`src/rtl/seg7_pkg.sv`:
```
// Shared types and constants for the seven-segment scan controller.
package seg7_pkg;

    typedef enum logic [1:0] {
        IDLE  = 2'd0,
        BLANK = 2'd1,
        SHOW  = 2'd2
    } scan_state_t;

    localparam int         NUM_DIGITS = 8;
    localparam logic [7:0] SEG_BLANK  = 8'hFF;

endpackage

```
`src/rtl/seg7_scan_ctrl_tick.sv`:
```
// Terminal tick counter: counts 0..limit, wraps to 0 after limit, clear has priority.
module scan_tick #(
    parameter int CNT_W = 16
) (
    input  logic             clk,
    input  logic             rst_n,
    input  logic             clear,
    input  logic             en,
    input  logic [CNT_W-1:0] limit,
    output logic             last
);

    logic [CNT_W-1:0] cnt;

    assign last = (cnt == limit);

    always_ff @(posedge clk or negedge rst_n) begin
        if (!rst_n)
            cnt <= '0;
        else if (clear)
            cnt <= '0;
        else if (en)
            cnt <= last ? '0 : cnt + 1'b1;
    end

endmodule

```
`src/rtl/seg7_scan_ctrl.sv`:
```
// Scan controller for an 8-digit multiplexed seven-segment display with
// inter-digit blanking; drives the external 8:1 mux select and captures its data.
module seg7_scan_ctrl
    import seg7_pkg::*;
#(
    parameter int TICKS_PER_DIGIT = 50000,
    parameter int BLANK_TICKS     = 1000,
    parameter int CNT_W           = 16
) (
    input  logic       clk,
    input  logic       rst_n,
    input  logic       en,
    input  logic [7:0] digit_mask,
    output logic [2:0] mux_sel,
    input  logic [7:0] mux_data,
    output logic [7:0] seg_n,
    output logic [7:0] an_n,
    output logic       frame_done
);

    localparam logic [CNT_W-1:0] BLANK_LIM = CNT_W'(BLANK_TICKS - 1);
    localparam logic [CNT_W-1:0] SHOW_LIM  = CNT_W'(TICKS_PER_DIGIT - 1);

    scan_state_t state, state_d;
    logic [2:0]  idx, idx_d;
    logic [7:0]  seg_d, an_d;
    logic        fd_d;
    logic        tick_last;
    logic        tick_clear;
    logic [CNT_W-1:0] tick_limit;

    assign mux_sel    = idx;
    assign tick_clear = !en || (state == IDLE);
    assign tick_limit = (state == SHOW) ? SHOW_LIM : BLANK_LIM;

    scan_tick #(.CNT_W(CNT_W)) u_tick (
        .clk   (clk),
        .rst_n (rst_n),
        .clear (tick_clear),
        .en    (1'b1),
        .limit (tick_limit),
        .last  (tick_last)
    );

    always_ff @(posedge clk or negedge rst_n) begin
        if (!rst_n) begin
            state      <= IDLE;
            idx        <= '0;
            seg_n      <= SEG_BLANK;
            an_n       <= SEG_BLANK;
            frame_done <= 1'b0;
        end else begin
            state      <= state_d;
            idx        <= idx_d;
            seg_n      <= seg_d;
            an_n       <= an_d;
            frame_done <= fd_d;
        end
    end

    always_comb begin
        state_d = state;
        idx_d   = idx;
        seg_d   = seg_n;
        an_d    = an_n;
        fd_d    = 1'b0;
        if (!en) begin
            // Dropping enable wins over every other transition.
            state_d = IDLE;
            idx_d   = '0;
            seg_d   = SEG_BLANK;
            an_d    = SEG_BLANK;
        end else begin
            case (state)
                IDLE: begin
                    state_d = BLANK;
                end
                BLANK: begin
                    if (tick_last) begin
                        seg_d   = ~mux_data;
                        an_d    = digit_mask[idx] ? ~(8'h01 << idx) : SEG_BLANK;
                        state_d = SHOW;
                    end
                end
                SHOW: begin
                    if (tick_last) begin
                        an_d    = SEG_BLANK;
                        idx_d   = idx + 3'd1;
                        fd_d    = (idx == 3'(NUM_DIGITS - 1));
                        state_d = BLANK;
                    end
                end
                default: begin
                    state_d = IDLE;
                    idx_d   = '0;
                    seg_d   = SEG_BLANK;
                    an_d    = SEG_BLANK;
                end
            endcase
        end
    end

endmodule
```
`config.mk`:
```
export PLATFORM = sky130hd
export DESIGN_NAME = seg7_scan_ctrl
export DESIGN_NICKNAME = d
export VERILOG_FILES = /design/src/rtl/seg7_pkg.sv /design/src/rtl/seg7_scan_ctrl_tick.sv /design/src/rtl/seg7_scan_ctrl.sv
export SDC_FILE = /design/constraint.sdc
export NUM_CORES = 1
export LEC_CHECK = 0
export CELL_PAD_IN_SITES_DETAIL_PLACEMENT = 1
export CELL_PAD_IN_SITES_GLOBAL_PLACEMENT = 1
export CORE_ASPECT_RATIO = 2
export CORE_MARGIN = 3
export CORE_UTILIZATION = 41
export CTS_BUF_LIST = sky130_fd_sc_hd__clkbuf_8 sky130_fd_sc_hd__clkbuf_16
export DETAILED_ROUTE_END_ITERATION = 6
export GPL_ROUTABILITY_DRIVEN = 1
export PLACE_DENSITY_LB_ADDON = 0.1
export SLEW_MARGIN = 15
export SYNTH_ARGS = -nofsm -noshare
export SYNTH_HDL_FRONTEND = slang
export SYNTH_HIERARCHICAL = 1
export SYNTH_SLANG_ARGS = --single-unit
```
`constraint.sdc`:
```
create_clock -name clk -period 3.7 [get_ports clk]
set_clock_uncertainty 0.1 [all_clocks]
set_input_delay 0.74 -clock clk [delete_from_list [all_inputs] [get_ports clk]]
set_output_delay 0.74 -clock clk [all_outputs]
set_load 0.02 [all_outputs]
```
# Word-level counts from Yosys, hierarchy flattened
# Index checks and enable logic that the tools add are counted.
# word_totals
register_bits	38
input_bits	19
out_inout_bits	20
elab_cells	53
# classes
n_addsub	2
magnitude_cmp	1
n_eq_ne	9
shift	1
n_mux	23
bitwise	2
reduce_logical	9
# op_table
cell	n
16-bit 2-to-1 mux	3
8-bit 2-to-1 mux	6
8-bit case mux with 3 select lines	1
16-bit by 1-bit adder with 16-bit output (second input constant)	1
16-bit equality test	1
8-bit NOT	2
8-bit case mux with 2 select lines	1
1-bit by 3-bit left shift with 8-bit output (first input constant)	1
2-bit 2-to-1 mux	3
3-bit 2-to-1 mux	2
2-bit inequality test (second input constant)	3
3-bit by 2-bit inequality test with 1-bit output (second input constant)	2
2-bit case mux with 3 select lines	1
3-bit case mux with 2 select lines	1
2-bit AND reduction	3
3-bit by 4-bit less-than comparator with 1-bit output (second input constant)	1
1-bit 2-to-1 mux	4
2-bit OR reduction	2
3-bit by 1-bit adder with 3-bit output (second input constant)	1
1-bit binary-select mux with 3-bit select	1
3-bit equality test (second input constant)	1
3-bit AND reduction	1
2-bit by 1-bit equality test with 1-bit output (second input constant)	1
2-bit equality test (second input constant)	1
3 further kinds	3

# Logic depth before layout (Yosys ltp)
# depth
word_depth	6
mapped_depth	13
depth_no_buf	9

# Cells and area by module
# The synthesis kept the hierarchy.
# modules_own_cells
module	instances	cells_per_inst	area_each_um2	seq_area_each_um2
seg7_scan_ctrl	1	136	1262.5	570.5
scan_tick	1	129	1256.2	400.4

# Worst setup path after synthesis
# Ideal clock, no wire load.
# synth_timing
kind	reg2reg
startpoint	register state[1]
endpoint	register an_n[3]
setup_time_ns	0.086
arrival_ns	2.802
required_time_ns	3.514
path_slack_ns	0.712
path_stages_with_launch	14
n_path_buf	4
period_less_slack_ns	2.988
cell_sequence	dfrtp_1 -> buf_2 -> nor2b_1 -> inv_1 -> xnor2_2 -> nand4_1 -> nor4_4 -> buf_6 -> buf_2 -> and2_1 -> buf_2 -> o311ai_4 -> nor4_2 -> a21oi_1
# synth_between
elab_chain_len	5
word_cells_on_any_way	11
cone_classes	eq/ne: 6; mux: 3; reduce/logical: 2
# synth_rtl
item	line_no	text
from (decl)	seg7_scan_ctrl.sv:24	scan_state_t state, state_d;
from (signal assigned)	seg7_scan_ctrl.sv:53	state <= state_d;
2-bit equality test *	seg7_scan_ctrl.sv:34	assign tick_limit = (state == SHOW) ? SHOW_LIM : BLANK_LIM;
16-bit 2-to-1 mux *	seg7_scan_ctrl.sv:34	
via tick_limit[14]	seg7_scan_ctrl.sv:30	logic [CNT_W-1:0] tick_limit;
16-bit equality test *	seg7_scan_ctrl_tick.sv:15	assign last = (cnt == limit);
via tick_last	seg7_scan_ctrl.sv:28	logic tick_last;
3-bit by 2-bit inequality test with 1-bit output (no line)	--	
3-bit AND reduction (no line) *	--	
to (signal assigned)	seg7_scan_ctrl.sv:56	an_n <= an_d;
to (decl)	seg7_scan_ctrl.sv:17	output logic [7:0] an_n,
# The timed path passes the listed nets; every way through them passes the cells marked *.
# A chain may end at the register's enable or synchronous reset.

# Worst setup path after layout
# layout_timing
startpoint	register state[0]
endpoint	register idx[0], in the netlist mux_sel[0]
# layout_between
elab_chain_len	5
word_cells_on_any_way	11
cone_classes	eq/ne: 5; mux: 3; reduce/logical: 3
# layout_rtl
item	line_no	text
2-bit equality test	seg7_scan_ctrl.sv:34	
16-bit 2-to-1 mux	seg7_scan_ctrl.sv:34	
via tick_limit[14]	seg7_scan_ctrl.sv:30	
16-bit equality test	seg7_scan_ctrl_tick.sv:15	
via tick_last	seg7_scan_ctrl.sv:28	
3-bit by 2-bit inequality test with 1-bit output (no line)	--	
2-bit AND reduction (no line)	--	
to (signal assigned)	seg7_scan_ctrl.sv:54	idx <= idx_d;
to (decl)	seg7_scan_ctrl.sv:25	logic [2:0] idx, idx_d;
# The timed path passes the listed nets, and every way through them passes these cells.

==> qor.yml <==
synth_largest_area_cell: "dfrtp_1"
hold_viol: 0
p_switching_uw: 210.9
io_buffers: 38
synth_edf_count: 0
min_path_cells: 2
dp_hpwl_um: 4761
multi_input_area_sq_mm: 0.001430
worstPathArrival_ps: 3230
power.density_mw_per_mm2: 315.7
crit_fanout: 23
die_area_sq_mm: 0.007176
initial_core_util_pct: 43.01
post-cts-setup-buffers: 0
min_path_type: "flip-flop to flip-flop"
routed_wirelength_um: 6437
clkSlewWorstSetupHoldPaths_ps: 60
finalPower_uw: 973.1
grt_max_degree: 39
drv_slew: 0
synth_cells: 265
wire_per_inst_um: 17.68
internal-power_uw: 762.2
tightest_slew_ps: 860.6
fin_tns_setup_ps: 0
synth_common_cells: "nand2_1 (32), nor2_1 (26), dfrtp_1 (22)"
antenna_cells: 0
rows: 39
whs_endpoint: "an_n[0]"
async_reset_ff_share_pct: 100.0
post-place-ws_ps: 617.5
critPathRequiredTime_ps: 3830
setup_violations: 0
end_kind: "flip-flop"
cts_buffer_depth: 2
synth_area_per_cell_sq_um: 9.504
critical_path_class: "flip-flop to flip-flop"
clkPwrFrac_pct: 49.3
yosysMostFrequentCell: "nand2_1"
r2r-start: "state[0]"
reg2reg_slack_ps: 600
track_usage_pct: 20.50
pin_count: 39
yosys.area.top_type_share_pct: 21.86
synth_area_leaders: "dfrtp_1 (22%), dfstp_2 (17%), xnor2_1 (7.0%), nand2_1 (4.8%), nor2_1 (3.9%)"
layout-drive-gt1-share_pct: 17.16
clock-root-buffer: "clkbuf_16"
ys_ff_latch: 38
num_vias: 2068
ys_warn_count: 6
p_seq_share_pct: 43.5
fill_cells: 684
setup_ws_ps: 600.6
crit_path_start_kind: "flip-flop"
numCtsBuffers: 5
fin_crit_sh_pct: 83.77
die_h_um: 116.8
p_leak_nw: 1.126
viasPerCell: 5.681
overflow: 0
drt_iter0_markers: 96
nets: 328
ir_drop_v: 0.0003221
grt_pass1_wl_um: 10850
cts_tree: "yes"
r2r_end: "mux_sel[0]"
final.min_clock_period_ps: 3099
core_area_sq_mm: 0.005856
synthesis.area_sq_mm: 0.002519
antenna_found_initial: 0
min-delay-start: "an_n[0]"
synth_flop_cell: "dfrtp_1"
clock_latency_ps: 290
rsz0062_at_grt: "no"
slew_headroom_pct: 42.62
hold_buffers: 0
grt_pass1_vias: 2195
r2r_cells: 10
drc_errors: 0
seqCellArea_sq_um: 970.9
ctsResizeCount: 0
firstDrtPassIters: 4
cts_num_sinks: 38
postRouteAntennaNets: 0
syn_to_final_growth_pct: 22.40
htree_num_levels: 2
seq_area_frac_synth_pct: 38.55
die_x_um: 61.42
max_freq_mhz: 322.6
place.gp.congestion: 0.7820
netSwitchingFraction_pct: 21.68
cap_violations: 0
combPwrFrac_pct: 7.2
synthDistinctLibCells: 46
outcome: "finished, final reports clean"
## through the flow
step	utilization [%]	hold slack (ps)	instances	area, sq um
2_1_floorplan	-	344.4	275	2556
3_3_place_gp	49.87	391.9	356	2920
3_5_place_dp	49.87	393.6	356	2920
4_1_cts	52.65	402.0	364	3083
5_1_grt	52.65	449.3	364	3083
6_report	52.65	399.6	364	3083
## cell usage in the layout (no fill, tap or decap), types with 6 or more instances in the layout
master           Yosys  final
a2111oi_2            6      6
a21oi_1             12     12
and2_1               6      6
clkdlybuf4s50_1      0     37
conb_1               2     12
dfrtp_1             22     22
dfstp_2             16     16
ha_1                 7      7
inv_1                8     10
mux2i_1              9      9
nand2_1             32     32
nand4_1              7      7
nor2_1              26     26
nor4_2               6      6
o22ai_1             11     11
xnor2_1             20     20
## how the worst max path moves through the flow
stage / slack (ps) / end / from
final: 600 / mux_sel[0] / state[0]
after CTS: 600 / mux_sel[0] / state[0]
after global placement: 760 / an_n[7] / state[0]
after detailed placement: 620 / mux_sel[0] / state[0]
after floorplan: 710 / an_n[3] / state[1]
after global routing: 320 / mux_sel[0] / state[0]
## sequential cells by signal, summed over array words and instances (netlist names)
register and cells:
u_tick/cnt 16, seg_n 8, mux_sel 3, an_n 8, state 2, frame_done 1
## worst max-delay path, cell delays in order, from the launching register on
cell and delay (ps):
dfrtp_1 580, nor2b_1 450, inv_1 180, xnor2_2 150, nand4_1 150, nor4_4 430
buf_4 370, nand2_1 90, mux2_2 260, o22ai_1 120, and2_1 150
## cell type report
cell class                      instances  area share, %
Timing Repair Buffer                   43          13.39
Sequential cell                        38          31.49
Inverter                                8         0.9740
Multi-Input combinational cell        206          46.39
Clock buffer                            5          4.058
Tap cell                               61          2.476
Clock inverter                          3          1.218
## metal layers
| layer | track usage (%) | routed length (um) |
|---|---|---|
| met1 | 21.62 | 2365 |
| met5 | 0 | 0 |
| met4 | 8.782 | 170 |
| met2 | 37.77 | 3726 |
| met3 | 3.842 | 175 |
## power groups by stage
| stage | Sequential [mW] | Clock, mW | Combinational (mW) |
|---|---|---|---|
| floorplan | 0.428 | 0 | 0.0359 |
| global placement | 0.430 | 0 | 0.0686 |
| detailed placement | 0.430 | 0 | 0.0694 |
| CTS | 0.423 | 0.495 | 0.0697 |
| global route | 0.424 | 0.512 | 0.0788 |
| finish | 0.423 | 0.480 | 0.0701 |
## logic make-up (layout without fill, tap and decap cells)
family	count (synthesis)	after routing	synth area share [%]
DFF	38	38	38.55
buffers and inverters	31	59	6.160
muxes	13	13	5.514
AOI/OAI and AO/OA	56	56	17.59
and+or+nand+nor	97	97	20.81
other	2	12	0.2982
xor gates and xnor gates	21	21	7.601
adders and majority gates	7	7	3.477
No activity file was read; power rests on OpenSTA's default activity.
